--- src/rtl/spi_reg_peri_if.sv ---
// SPI pad bundle for spi_reg_peri: SCLK/CS/MOSI from the bus master,
// single-bit MISO plus the quad data lines and their enables back.
interface spi_reg_peri_if;
    logic       spi_clk;
    logic       spi_select;
    logic       spi_mosi;
    logic       spi_miso;
    logic [3:0] spi_q_data_out;
    logic [3:0] spi_q_oe;

    modport master (
        output spi_clk, spi_select, spi_mosi,
        input  spi_miso, spi_q_data_out, spi_q_oe
    );

    modport slave (
        input  spi_clk, spi_select, spi_mosi,
        output spi_miso, spi_q_data_out, spi_q_oe
    );
endinterface

--- src/rtl/spi_reg_peri.sv ---
// SPI-slave register file: oversampled mode-0 bus, 8-bit command + address,
// auto-incrementing burst write / single read / quad read, registered debug tap.
module spi_reg_peri #(
    parameter int DATA_W     = 8,
    parameter int NUM_REGS   = 16,
    parameter int ADDR_W     = 4,
    parameter int QUAD_DUMMY = 2
) (
    input  logic                clk,
    input  logic                rst,
    spi_reg_peri_if.slave       bus,
    input  logic [ADDR_W-1:0]   debug_addr,
    output logic [DATA_W-1:0]   debug_data,
    output logic                wr_strobe,
    output logic [ADDR_W-1:0]   wr_addr
);
    localparam int         IW       = $clog2(NUM_REGS);
    localparam logic [7:0] LAST_PTR = 8'(NUM_REGS - 1);

    if (!(DATA_W == 8 || DATA_W == 16 || DATA_W == 32) || NUM_REGS < 2 ||
        NUM_REGS > 256 || ADDR_W < IW) begin : g_bad_params
        $error("spi_reg_peri: unsupported parameter combination");
    end

    typedef enum logic [2:0] {
        S_IDLE, S_CMD, S_ADDR, S_DUMMY, S_WRITE, S_READ, S_QREAD, S_IGNORE
    } state_t;
    typedef enum logic [1:0] {M_WR, M_RD, M_QRD} mode_t;

    logic [2:0] sclk_s;
    logic [1:0] sel_s, mosi_s;
    logic       rise, fall, desel, mosi;

    state_t                      state, state_nxt;
    mode_t                       mode, mode_nxt;
    logic [7:0]                  bit_cnt, cnt_nxt;
    logic [7:0]                  ptr, ptr_nxt;
    logic [DATA_W-1:0]           rx_sh, rx_nxt, rx_word;
    logic [DATA_W-1:0]           tx_sh, tx_nxt;
    logic                        miso_r, miso_nxt;
    logic [3:0]                  qd_r, qd_nxt, q_oe_r;
    logic                        commit, need_desel;
    logic [NUM_REGS-1:0][DATA_W-1:0] regs;

    // Synchronisers are left free-running so reset can see whether the bus is mid-frame.
    always_ff @(posedge clk) begin
        sclk_s <= {sclk_s[1:0], bus.spi_clk};
        sel_s  <= {sel_s[0], bus.spi_select};
        mosi_s <= {mosi_s[0], bus.spi_mosi};
    end

    assign rise    = sclk_s[1] & ~sclk_s[2];
    assign fall    = ~sclk_s[1] & sclk_s[2];
    assign desel   = sel_s[1];
    assign mosi    = mosi_s[1];
    assign rx_word = {rx_sh[DATA_W-2:0], mosi};

    function automatic logic [7:0] ptr_inc(input logic [7:0] p);
        return (p == LAST_PTR) ? 8'd0 : p + 8'd1;
    endfunction

    function automatic logic [DATA_W-1:0] rd_word(input logic [7:0] p);
        if (32'(p) < 32'(NUM_REGS)) return regs[p[IW-1:0]];
        return '0;
    endfunction

    always_comb begin
        state_nxt = state;
        mode_nxt  = mode;
        cnt_nxt   = bit_cnt;
        ptr_nxt   = ptr;
        rx_nxt    = rx_sh;
        tx_nxt    = tx_sh;
        miso_nxt  = miso_r;
        qd_nxt    = qd_r;
        commit    = 1'b0;
        if (desel) begin
            state_nxt = S_IDLE;
            cnt_nxt   = '0;
        end else begin
            unique case (state)
                S_IDLE: if (!need_desel) begin
                    state_nxt = S_CMD;
                    cnt_nxt   = '0;
                end
                S_CMD: if (rise) begin
                    rx_nxt  = rx_word;
                    cnt_nxt = bit_cnt + 8'd1;
                    if (bit_cnt == 8'd7) begin
                        cnt_nxt   = '0;
                        state_nxt = S_ADDR;
                        case (rx_word[7:0])
                            8'h02:   mode_nxt = M_WR;
                            8'h03:   mode_nxt = M_RD;
                            8'h6B:   mode_nxt = M_QRD;
                            default: state_nxt = S_IGNORE;
                        endcase
                    end
                end
                S_ADDR: if (rise) begin
                    rx_nxt  = rx_word;
                    cnt_nxt = bit_cnt + 8'd1;
                    if (bit_cnt == 8'd7) begin
                        cnt_nxt = '0;
                        ptr_nxt = rx_word[7:0];
                        case (mode)
                            M_WR: state_nxt = S_WRITE;
                            M_RD: begin
                                tx_nxt    = rd_word(rx_word[7:0]);
                                state_nxt = S_READ;
                            end
                            default: if (QUAD_DUMMY == 0) begin
                                tx_nxt    = rd_word(rx_word[7:0]);
                                state_nxt = S_QREAD;
                            end else begin
                                state_nxt = S_DUMMY;
                            end
                        endcase
                    end
                end
                S_DUMMY: if (rise) begin
                    cnt_nxt = bit_cnt + 8'd1;
                    if (bit_cnt == 8'(QUAD_DUMMY - 1)) begin
                        cnt_nxt   = '0;
                        tx_nxt    = rd_word(ptr);
                        state_nxt = S_QREAD;
                    end
                end
                S_WRITE: if (rise) begin
                    rx_nxt  = rx_word;
                    cnt_nxt = bit_cnt + 8'd1;
                    if (bit_cnt == 8'(DATA_W - 1)) begin
                        cnt_nxt = '0;
                        commit  = 1'b1;
                        ptr_nxt = ptr_inc(ptr);
                    end
                end
                S_READ: if (fall) begin
                    miso_nxt = tx_sh[DATA_W-1];
                    tx_nxt   = {tx_sh[DATA_W-2:0], 1'b0};
                    cnt_nxt  = bit_cnt + 8'd1;
                    if (bit_cnt == 8'(DATA_W - 1)) begin
                        cnt_nxt = '0;
                        ptr_nxt = ptr_inc(ptr);
                        tx_nxt  = rd_word(ptr_inc(ptr));
                    end
                end
                S_QREAD: if (fall) begin
                    qd_nxt  = tx_sh[DATA_W-1 -: 4];
                    tx_nxt  = {tx_sh[DATA_W-5:0], 4'b0000};
                    cnt_nxt = bit_cnt + 8'd1;
                    if (bit_cnt == 8'(DATA_W / 4 - 1)) begin
                        cnt_nxt = '0;
                        ptr_nxt = ptr_inc(ptr);
                        tx_nxt  = rd_word(ptr_inc(ptr));
                    end
                end
                default: ;
            endcase
        end
        // Data lines are quiet outside the state that owns them.
        if (state_nxt != S_READ)  miso_nxt = 1'b0;
        if (state_nxt != S_QREAD) qd_nxt   = 4'b0000;
    end

    always_ff @(posedge clk) begin
        if (rst) begin
            state      <= S_IDLE;
            mode       <= M_WR;
            bit_cnt    <= '0;
            ptr        <= '0;
            rx_sh      <= '0;
            tx_sh      <= '0;
            miso_r     <= 1'b0;
            qd_r       <= '0;
            q_oe_r     <= '0;
            regs       <= '0;
            wr_strobe  <= 1'b0;
            wr_addr    <= '0;
            debug_data <= '0;
            // A frame already in flight must be deselected before it is parsed again.
            need_desel <= ~desel;
        end else begin
            state      <= state_nxt;
            mode       <= mode_nxt;
            bit_cnt    <= cnt_nxt;
            ptr        <= ptr_nxt;
            rx_sh      <= rx_nxt;
            tx_sh      <= tx_nxt;
            miso_r     <= miso_nxt;
            qd_r       <= qd_nxt;
            q_oe_r     <= (state_nxt == S_READ)  ? 4'b0010 :
                          (state_nxt == S_QREAD) ? 4'b1111 : 4'b0000;
            need_desel <= need_desel & ~desel;
            wr_strobe  <= commit;
            if (commit) begin
                wr_addr <= ADDR_W'(ptr);
                if (32'(ptr) < 32'(NUM_REGS)) regs[ptr[IW-1:0]] <= rx_word;
            end
            debug_data <= (32'(debug_addr) < 32'(NUM_REGS)) ? regs[debug_addr[IW-1:0]] : '0;
        end
    end

    assign bus.spi_miso       = miso_r;
    assign bus.spi_q_data_out = qd_r;
    assign bus.spi_q_oe       = q_oe_r;
endmodule

--- src/flat_wrapper.sv ---
// flat-port wrapper written by rule: the top's interface ports become plain ports
module spi_reg_peri_flat 
#(
    parameter int DATA_W     = 8,
    parameter int NUM_REGS   = 16,
    parameter int ADDR_W     = 4,
    parameter int QUAD_DUMMY = 2
)
  (clk, rst, debug_addr, debug_data, wr_strobe, wr_addr, bus_spi_clk, bus_spi_select, bus_spi_mosi, bus_spi_miso, bus_spi_q_data_out, bus_spi_q_oe);
  spi_reg_peri_if bus_i ();
  input  logic clk;
  input  logic rst;
  input  logic [ADDR_W-1:0] debug_addr;
  output logic [DATA_W-1:0] debug_data;
  output logic wr_strobe;
  output logic [ADDR_W-1:0] wr_addr;
  input wire logic [$bits(bus_i.spi_clk)-1:0] bus_spi_clk;
  input wire logic [$bits(bus_i.spi_select)-1:0] bus_spi_select;
  input wire logic [$bits(bus_i.spi_mosi)-1:0] bus_spi_mosi;
  output wire logic [$bits(bus_i.spi_miso)-1:0] bus_spi_miso;
  output wire logic [$bits(bus_i.spi_q_data_out)-1:0] bus_spi_q_data_out;
  output wire logic [$bits(bus_i.spi_q_oe)-1:0] bus_spi_q_oe;
  assign bus_i.spi_clk = bus_spi_clk;
  assign bus_i.spi_select = bus_spi_select;
  assign bus_i.spi_mosi = bus_spi_mosi;
  assign bus_spi_miso = bus_i.spi_miso;
  assign bus_spi_q_data_out = bus_i.spi_q_data_out;
  assign bus_spi_q_oe = bus_i.spi_q_oe;
  spi_reg_peri #(.DATA_W(DATA_W), .NUM_REGS(NUM_REGS), .ADDR_W(ADDR_W), .QUAD_DUMMY(QUAD_DUMMY)) u_core (.clk(clk), .rst(rst), .bus(bus_i), .debug_addr(debug_addr), .debug_data(debug_data), .wr_strobe(wr_strobe), .wr_addr(wr_addr));
endmodule
--- config.mk ---
export PLATFORM = sky130hd
export DESIGN_NAME = spi_reg_peri_flat
export DESIGN_NICKNAME = d
export VERILOG_FILES = /design/src/rtl/spi_reg_peri_if.sv /design/src/rtl/spi_reg_peri.sv /design/src/flat_wrapper.sv
export SDC_FILE = /design/constraint.sdc
export NUM_CORES = 1
export LEC_CHECK = 0
export BUFFER_PORTS_ARGS = -buffer_cell sky130_fd_sc_hd__buf_2
export CAP_MARGIN = 40
export CORE_MARGIN = 2
export CORE_UTILIZATION = 55
export CTS_BUF_LIST = sky130_fd_sc_hd__clkbuf_8
export DETAILED_ROUTE_END_ITERATION = 8
export HOLD_SLACK_MARGIN = 0.03
export PLACE_DENSITY = 0.78
export SLEW_MARGIN = 0
export SYNTH_ARGS = -nofsm -noshare
export SYNTH_HDL_FRONTEND = slang
export SYNTH_SLANG_ARGS = --single-unit
--- constraint.sdc ---
create_clock -name clk -period 3.2 [get_ports clk]
set_input_delay 0.32 -clock clk [delete_from_list [all_inputs] [get_ports clk]]
set_output_delay 0.32 -clock clk [all_outputs]
set_load 0.05 [all_outputs]
==> results of run 1 <==
-- routing by layer --
layer,wire length [µm],up-vias,global-route usage
met5,0,-,0
met4,2470,0,0.169
met3,5110,216,0.0904
met2,17700,931,0.514
met1,14700,5486,0.444
li1,-,4993,-
-- path summary, 6_finish.rpt --
path / start / endpoint / slack [ns] / cells past startpoint
setup / recovery: u_core.bit_cnt[0] / u_core.tx_sh[5] / 0.37 / 8
hold / removal: u_core.sel_s[0] / u_core.sel_s[1] / 0.31 / 0
setup reg to reg: u_core.bit_cnt[0] / u_core.tx_sh[5] / 0.37 / 8
hold reg to reg: u_core.sel_s[0] / u_core.sel_s[1] / 0.31 / 0
-- synthesized netlist by cell type, types with 4 or more instances --
master	instances	area (µm²)
a211oi_1	7	52.6
a21oi_1	157	786
a221oi_1	5	43.8
a22o_1	4	35.0
a22oi_1	16	120
a311oi_1	4	35.0
a32oi_1	4	35.0
a41oi_1	7	61.3
and2_1	15	93.8
and3_1	18	113
buf_1	8	30.0
buf_2	13	65.1
buf_6	5	56.3
clkbuf_1	104	390
dfxtp_1	192	3840
ha_1	6	75.1
inv_1	7	26.3
mux2_2	29	327
mux2i_1	43	430
mux4_2	111	2500
nand2_1	283	1060
nand3_1	117	586
nand3b_1	6	45.0
nand4_1	7	43.8
nand4bb_1	4	45.0
nor2_1	51	191
nor2b_1	9	56.3
nor3_1	31	155
nor3b_1	4	30.0
nor4_1	4	25.0
o21ai_0	11	55.1
o22ai_1	4	25.0
o32ai_1	4	35.0
or3_1	5	31.3
xnor2_1	7	61.3
-- layout make-up --
type                    instances  area, µm²
multi-input cells            1036       7790
flip-flops and latches        192       3850
fillers                      1839       8700
well taps                     280        350
repair buffers                 89        686
clock buffers                  18        248
clock inverters                14        168
inverters                      10       37.5
-- registers in the layout, summed over array words and instances (netlist names), 4 cells and up --
signal and cells:
u_core.bit_cnt 8, u_core.bus.spi_q_data_out 4, u_core.debug_data 8, u_core.ptr 8, u_core.regs 128, u_core.rx_sh 7
u_core.tx_sh 8, u_core.wr_addr 4
-- kinds of logic (layout without fill, tap and decap cells) --
logic type | after synthesis | count (layout) | share of synthesized area
and+or+nand+nor | 573 | 573 | 0.216
AOI/OAI and AO/OA | 258 | 258 | 0.129
DFF | 192 | 192 | 0.314
muxes | 190 | 190 | 0.277
buffers and inverters | 144 | 131 | 0.0518
xor gates and xnor gates | 9 | 9 | 0.00644
adders and majority gates | 6 | 6 | 0.00613
-- stage by stage --
stage / setup slack (ns) / cells / power (mW)
after floorplan: 0.0250 / 1372 / 2.70
after global placement: 0.541 / 1601 / 2.79
after CTS: 0.462 / 1639 / 4.48
final: 0.374 / 1639 / 4.49
after global routing: 0.192 / 1639 / 4.59
after detailed placement: 0.512 / 1604 / 2.79
-- power by group through the flow --
stage / clock [mW] / sequential (mW) / combinational [mW]
after floorplan: 0 / 2.46 / 0.241
after global placement: 0 / 2.47 / 0.314
after detailed placement: 0 / 2.48 / 0.318
after CTS: 1.74 / 2.42 / 0.321
after global routing: 1.82 / 2.42 / 0.346
final: 1.74 / 2.42 / 0.331
==> run summary, run 1 <==
Commonest non-fill, non-tap cells in the layout -> nand2_1 (283), dfxtp_1 (188), a21oi_1 (157), nand3_1 (117), mux4_2 (111)
CTS Sinks -> 192
Power per cell area -> 342 nW/µm²
Max-slew violation count -> 0
Slowest stage cell, crit path -> and3_1
Worst VDD drop -> 0.203 mV
DR WL/cell -> 24.4 µm
Clock root buffer -> clkbuf_8
Clock slew at reported path FFs -> 0.12 ns
Fin area -> 13100 µm²
Post-route setup TNS -> 0 ns
Sequential fraction of the synthesis area -> 0.314
Util after Layout -> 0.601
Global Route Usage Sum -> 0.337
Clk pwr share -> 0.387
Final setup violation count -> 0
Unrepaired setup endpoints after global routing -> no
Routed vias/inst -> 7.09
Clock H-tree levels -> 4
Die Footprint -> 23500 µm²
#FFs+latches synth -> 192
Die Width -> 153 µm
Gate power share -> 0.074
Syn Nets -> 1387
Initial Util -> 0.561
Area Overhead vs Synth -> 7.25%
Final Hold Violating Endpoints -> 0
Placer Congestion -> 0.960
TritonCTS buffer count -> 17
Hold Crit Class -> reg -> reg
Setup CP Type -> reg -> reg
Postcts setup bufs -> 0
Placed Area -> 12700 µm²
Max_cap viols -> 0
Cell-internal power -> 3.26 mW
Layout Skew -> 0.0265 ns
Failing checks -> design-rule violations
Nets -> 1361
Initial antenna violation count -> 0
Post-synth EDFFs -> 0
First-pass GRT wire length -> 61400 µm
Detail Route Antenna Nets -> 0
Critical Path AT -> 3.24 ns
Core Region -> 21800 µm²
# IOs -> 31
Fmax -> 354 MHz
Hold slack -> 0.314 ns
DIE HEIGHT -> 153 µm
Average size of a mapped cell -> 8.92 µm²
Switching power -> 1.24 mW
Crit path cell chain -> ha_1 > nor4bb_1 > buf_4 > nand3_1 > a41oi_1 > and3_1 > nor2_1 > a311oi_2
Slew @ Worst Pin -> 0.830 ns
Vias in the first global route -> 10700
Netlist cell types -> 75
Diode count -> 0
CP bufs+invs -> 1
Synth async-reset ratio -> 0
GRT Residual Overflow -> 0
Post-detail-place hpwl -> 27700 µm
Crit-path max cell delay -> 0.72 ns
DR DRC count -> 1
Row cnt -> 54
Post-CTS Resized -> 0
Sw Share -> 0.275
Clock latency on the worst-skew pair -> 0.52 ns
Yosys warnings -> 0
Most common cell after layout, fill and taps aside -> nand2_1
Ys flop type -> dfxtp_1
Setup crit start kind -> flip-flop
Crit Path Max Fanout -> 15
DRT Wirelength -> 40000 µm
Via count -> 11600
Crit share post-route -> 0.883
Pin count of the biggest net entering global routing -> 73
Flop pwr share -> 0.539
Syn Inst Count -> 1372
Outcome -> complete, but fails checks
CP top delay family -> simple AND/OR/NAND/NOR gates
CTS tree -> done
Hold_buf cts -> 3
Slew HR -> 0.446
Initial drt markers -> 1826
Mapped cell area -> 12200 µm²
Pleak -> 4.25 nW
CP endpoint kind -> flip-flop
Detailed Routing Iterations Pass 1 -> 9
Worst Path Required -> 3.62 ns
I/O Buffers -> 30
Maximum clock insertion buffer count -> 2
Ratio of cells with drive above 1 in the final layout -> 0.208
Post-route minimum period -> 2.83 ns
Note: power is estimated with default switching activity, not from simulation.
==> run 2, diff against run 1 <==
--- a/config.mk
+++ b/config.mk
@@ -5,6 +5,7 @@
 export SDC_FILE = /design/constraint.sdc
 export NUM_CORES = 1
 export LEC_CHECK = 0
+export ABC_AREA = 1
 export BUFFER_PORTS_ARGS = -buffer_cell sky130_fd_sc_hd__buf_2
 export CAP_MARGIN = 40
 export CORE_MARGIN = 2
==> run summary, run 2 <==
Fmax -> 380 MHz
CTS Sinks -> 192
Crit Path Max Fanout -> 12
Syn Nets -> 1838
Maximum clock insertion buffer count -> 2
Placed Cells -> 2031
Clock slew at reported path FFs -> 0.12 ns
Area Overhead vs Synth -> 5.11%
TritonCTS buffer count -> 17
Mapped cell area -> 11900 µm²
DRT Wirelength -> 47200 µm
GRT Residual Overflow -> 0
Pleak -> 4.48 nW
Ratio of cells with drive above 1 in the final layout -> 0.0877
Worst VDD drop -> 0.248 mV
Post-detail-place hpwl -> 32300 µm
Placer Congestion -> 1.04
Final setup violation count -> 0
Postcts setup bufs -> 0
Top cells by count, synth -> a21oi_1 (338), o21ai_0 (308), nand2_1 (237)
Post-synth EDFFs -> 0
Synth area leaders -> dfxtp_1 (32%), a21oi_1 (14%), o21ai_0 (13%), nand2_1 (7.5%), nand3_1 (6.4%)
Routed vias/inst -> 6.60
Detail Route Antenna Nets -> 0
DR DRC count -> 0
Clock H-tree levels -> 4
Slew HR -> 0.350
Max_cap viols -> 0
Top reg by flops -> u_core.regs
CP endpoint kind -> flip-flop
Max-slew violation count -> 0
Filler cells -> 2099
Synth async-reset ratio -> 0
DR WL/cell -> 22.9 µm
Pin count of the biggest net entering global routing -> 89
Slew @ Worst Pin -> 0.974 ns
Final Hold Violating Endpoints -> 0
Unrepaired setup endpoints after global routing -> no
Yosys warnings -> 0
Crit-path most repeated cell -> nand2_1
#FFs+latches synth -> 192
Crit-path max cell delay -> 0.43 ns
Commonest non-fill, non-tap cells in the layout -> a21oi_1 (338), o21ai_0 (308), nand2_1 (237), dfxtp_1 (190), nand3_1 (153)
Final std cells w/o fill -> 2066
Count leader, synth -> a21oi_1
Average size of a mapped cell -> 6.53 µm²
Worst R2R Path Depth -> 12
Setup crit start kind -> flip-flop
Hold Path Stages -> 3
Vias in the first global route -> 11900
# IOs -> 31
Initial antenna violation count -> 0
Nets -> 1793
Netlist cell types -> 47
Detailed Routing Iterations Pass 1 -> 7
Hold slack -> 0.244 ns
First-pass GRT wire length -> 70500 µm
Clock root buffer -> clkbuf_8
Critical path depth -> 12
CP top delay family -> simple AND/OR/NAND/NOR gates
Initial Util -> 0.562
Hold Crit Class -> in -> reg
Clock latency on the worst-skew pair -> 0.51 ns
Setup CP Type -> reg -> reg
Sequential fraction of the synthesis area -> 0.323
Row cnt -> 53
Outcome -> complete, no violations
Die Footprint -> 22800 µm²
Syn Inst Count -> 1823
Slowest stage cell, crit path -> dfxtp_1
I/O Buffers -> 30
CTS tree -> done
Most common cell after layout, fill and taps aside -> a21oi_1
CP bufs+invs -> 2
Post-route minimum period -> 2.63 ns
Crit path cell chain -> ha_1 > nand3_1 > nor2_4 > nand2_1 > nand2_1 > nand2_1 > nor2_2 > inv_2 > a21oi_1 > nand3_1 > nand2_1 > inv_1
Initial drt markers -> 2106
Yosys top cell by area -> dfxtp_1
Crit share post-route -> 0.823
Critical Path AT -> 3.05 ns
Max reg flops -> 128
Worst Path Required -> 3.61 ns
Ys flop type -> dfxtp_1
Layout Skew -> 0.0195 ns
Share of the synthesized area in the top cell type -> 0.323
DIE HEIGHT -> 151 µm
Post-route setup TNS -> 0 ns
Die Width -> 151 µm
Power per cell area -> 354 nW/µm²
Core Region -> 21200 µm²
Global Route Usage Sum -> 0.411
Via count -> 13600
Diode count -> 0
[run 2: changes by cell type after synthesis, moves of 30 or more]
cell | previous run | this run
o21ai_0 | 11 | 308
a21oi_1 | 157 | 338
nand3_1 | 117 | 153
nor2_1 | 51 | 84
nand2_1 | 283 | 237
mux4_2 | 111 | 0
o211ai_1 | 3 | 56
inv_1 | 7 | 147
o21ai_1 | 3 | 33
mux2i_1 | 43 | 1
[run 2: report_power, final]
part           switching [mW]  internal (mW)  leakage, nW
Clock                    1.02          0.611        0.198
Combinational           0.277          0.101         2.73
Sequential             0.0137           2.40         1.55
[run 2: repair_timing]
action / 4_1_cts / 5_1_grt
endpoints found under the hold margin: 3 / 0
hold buffers: 3 / 0
gates resized for setup: 0 / 0
[run 2: kinds of logic (layout without fill, tap and decap cells)]
logic type                 count (synthesis)  in the layout  synth area share
AOI/OAI and AO/OA                        772            772             0.346
xor gates and xnor gates                   3              3           0.00221
adders and majority gates                  6              6           0.00631
buffers and inverters                    302            270             0.105
DFF                                      192            192             0.323
muxes                                      1              1          0.000842
and+or+nand+nor                          547            547             0.217
[run 2: through the flow]
stage / power [mW] / utilization / setup slack [ns] / instance area [µm²]
global route: 4.54 / 0.591 / 0.380 / 12500
floorplan: 2.71 / - / 0.875 / 11900
finish: 4.43 / 0.591 / 0.568 / 12500
detailed placement: 2.83 / 0.571 / 0.675 / 12100
global placement: 2.83 / 0.571 / 0.669 / 12100
CTS: 4.41 / 0.591 / 0.634 / 12500
[run 2: final cells by class]
class,instances,area [µm²],area share
Multi-Input combinational cell,1329,6810,0.544
Sequential cell,192,3850,0.308
Inverter,163,613,0.0490
Timing Repair Buffer,75,508,0.0406
Tap cell,275,344,0.0275
Clock buffer,19,262,0.0209
Clock inverter,13,124,0.00991
[run 2: worst paths after layout]
path,startpoint,to,slack (ns)
worst max register to register,u_core.bit_cnt[0],u_core.tx_sh[6],0.57
worst max-delay path,u_core.bit_cnt[0],u_core.tx_sh[6],0.57
worst min-delay path,debug_addr[3],u_core.debug_data[5],0.24
worst min register to register,u_core.mosi_s[0],u_core.mosi_s[1],0.33
[run 2: layer usage]
| layer | track usage | vias to the layer above | wire (µm) |
|---|---|---|---|
| li1 | - | 6237 | - |
| met1 | 0.542 | 6198 | 18400 |
| met3 | 0.108 | 211 | 6310 |
| met2 | 0.625 | 988 | 20200 |
| met5 | 0 | - | 0 |
| met4 | 0.199 | 0 | 2380 |
[run 2: worst min-delay path, cell delays in order]
cell     delay, ns
buf_2         0.21
nand3_1       0.12
a21oi_1       0.06
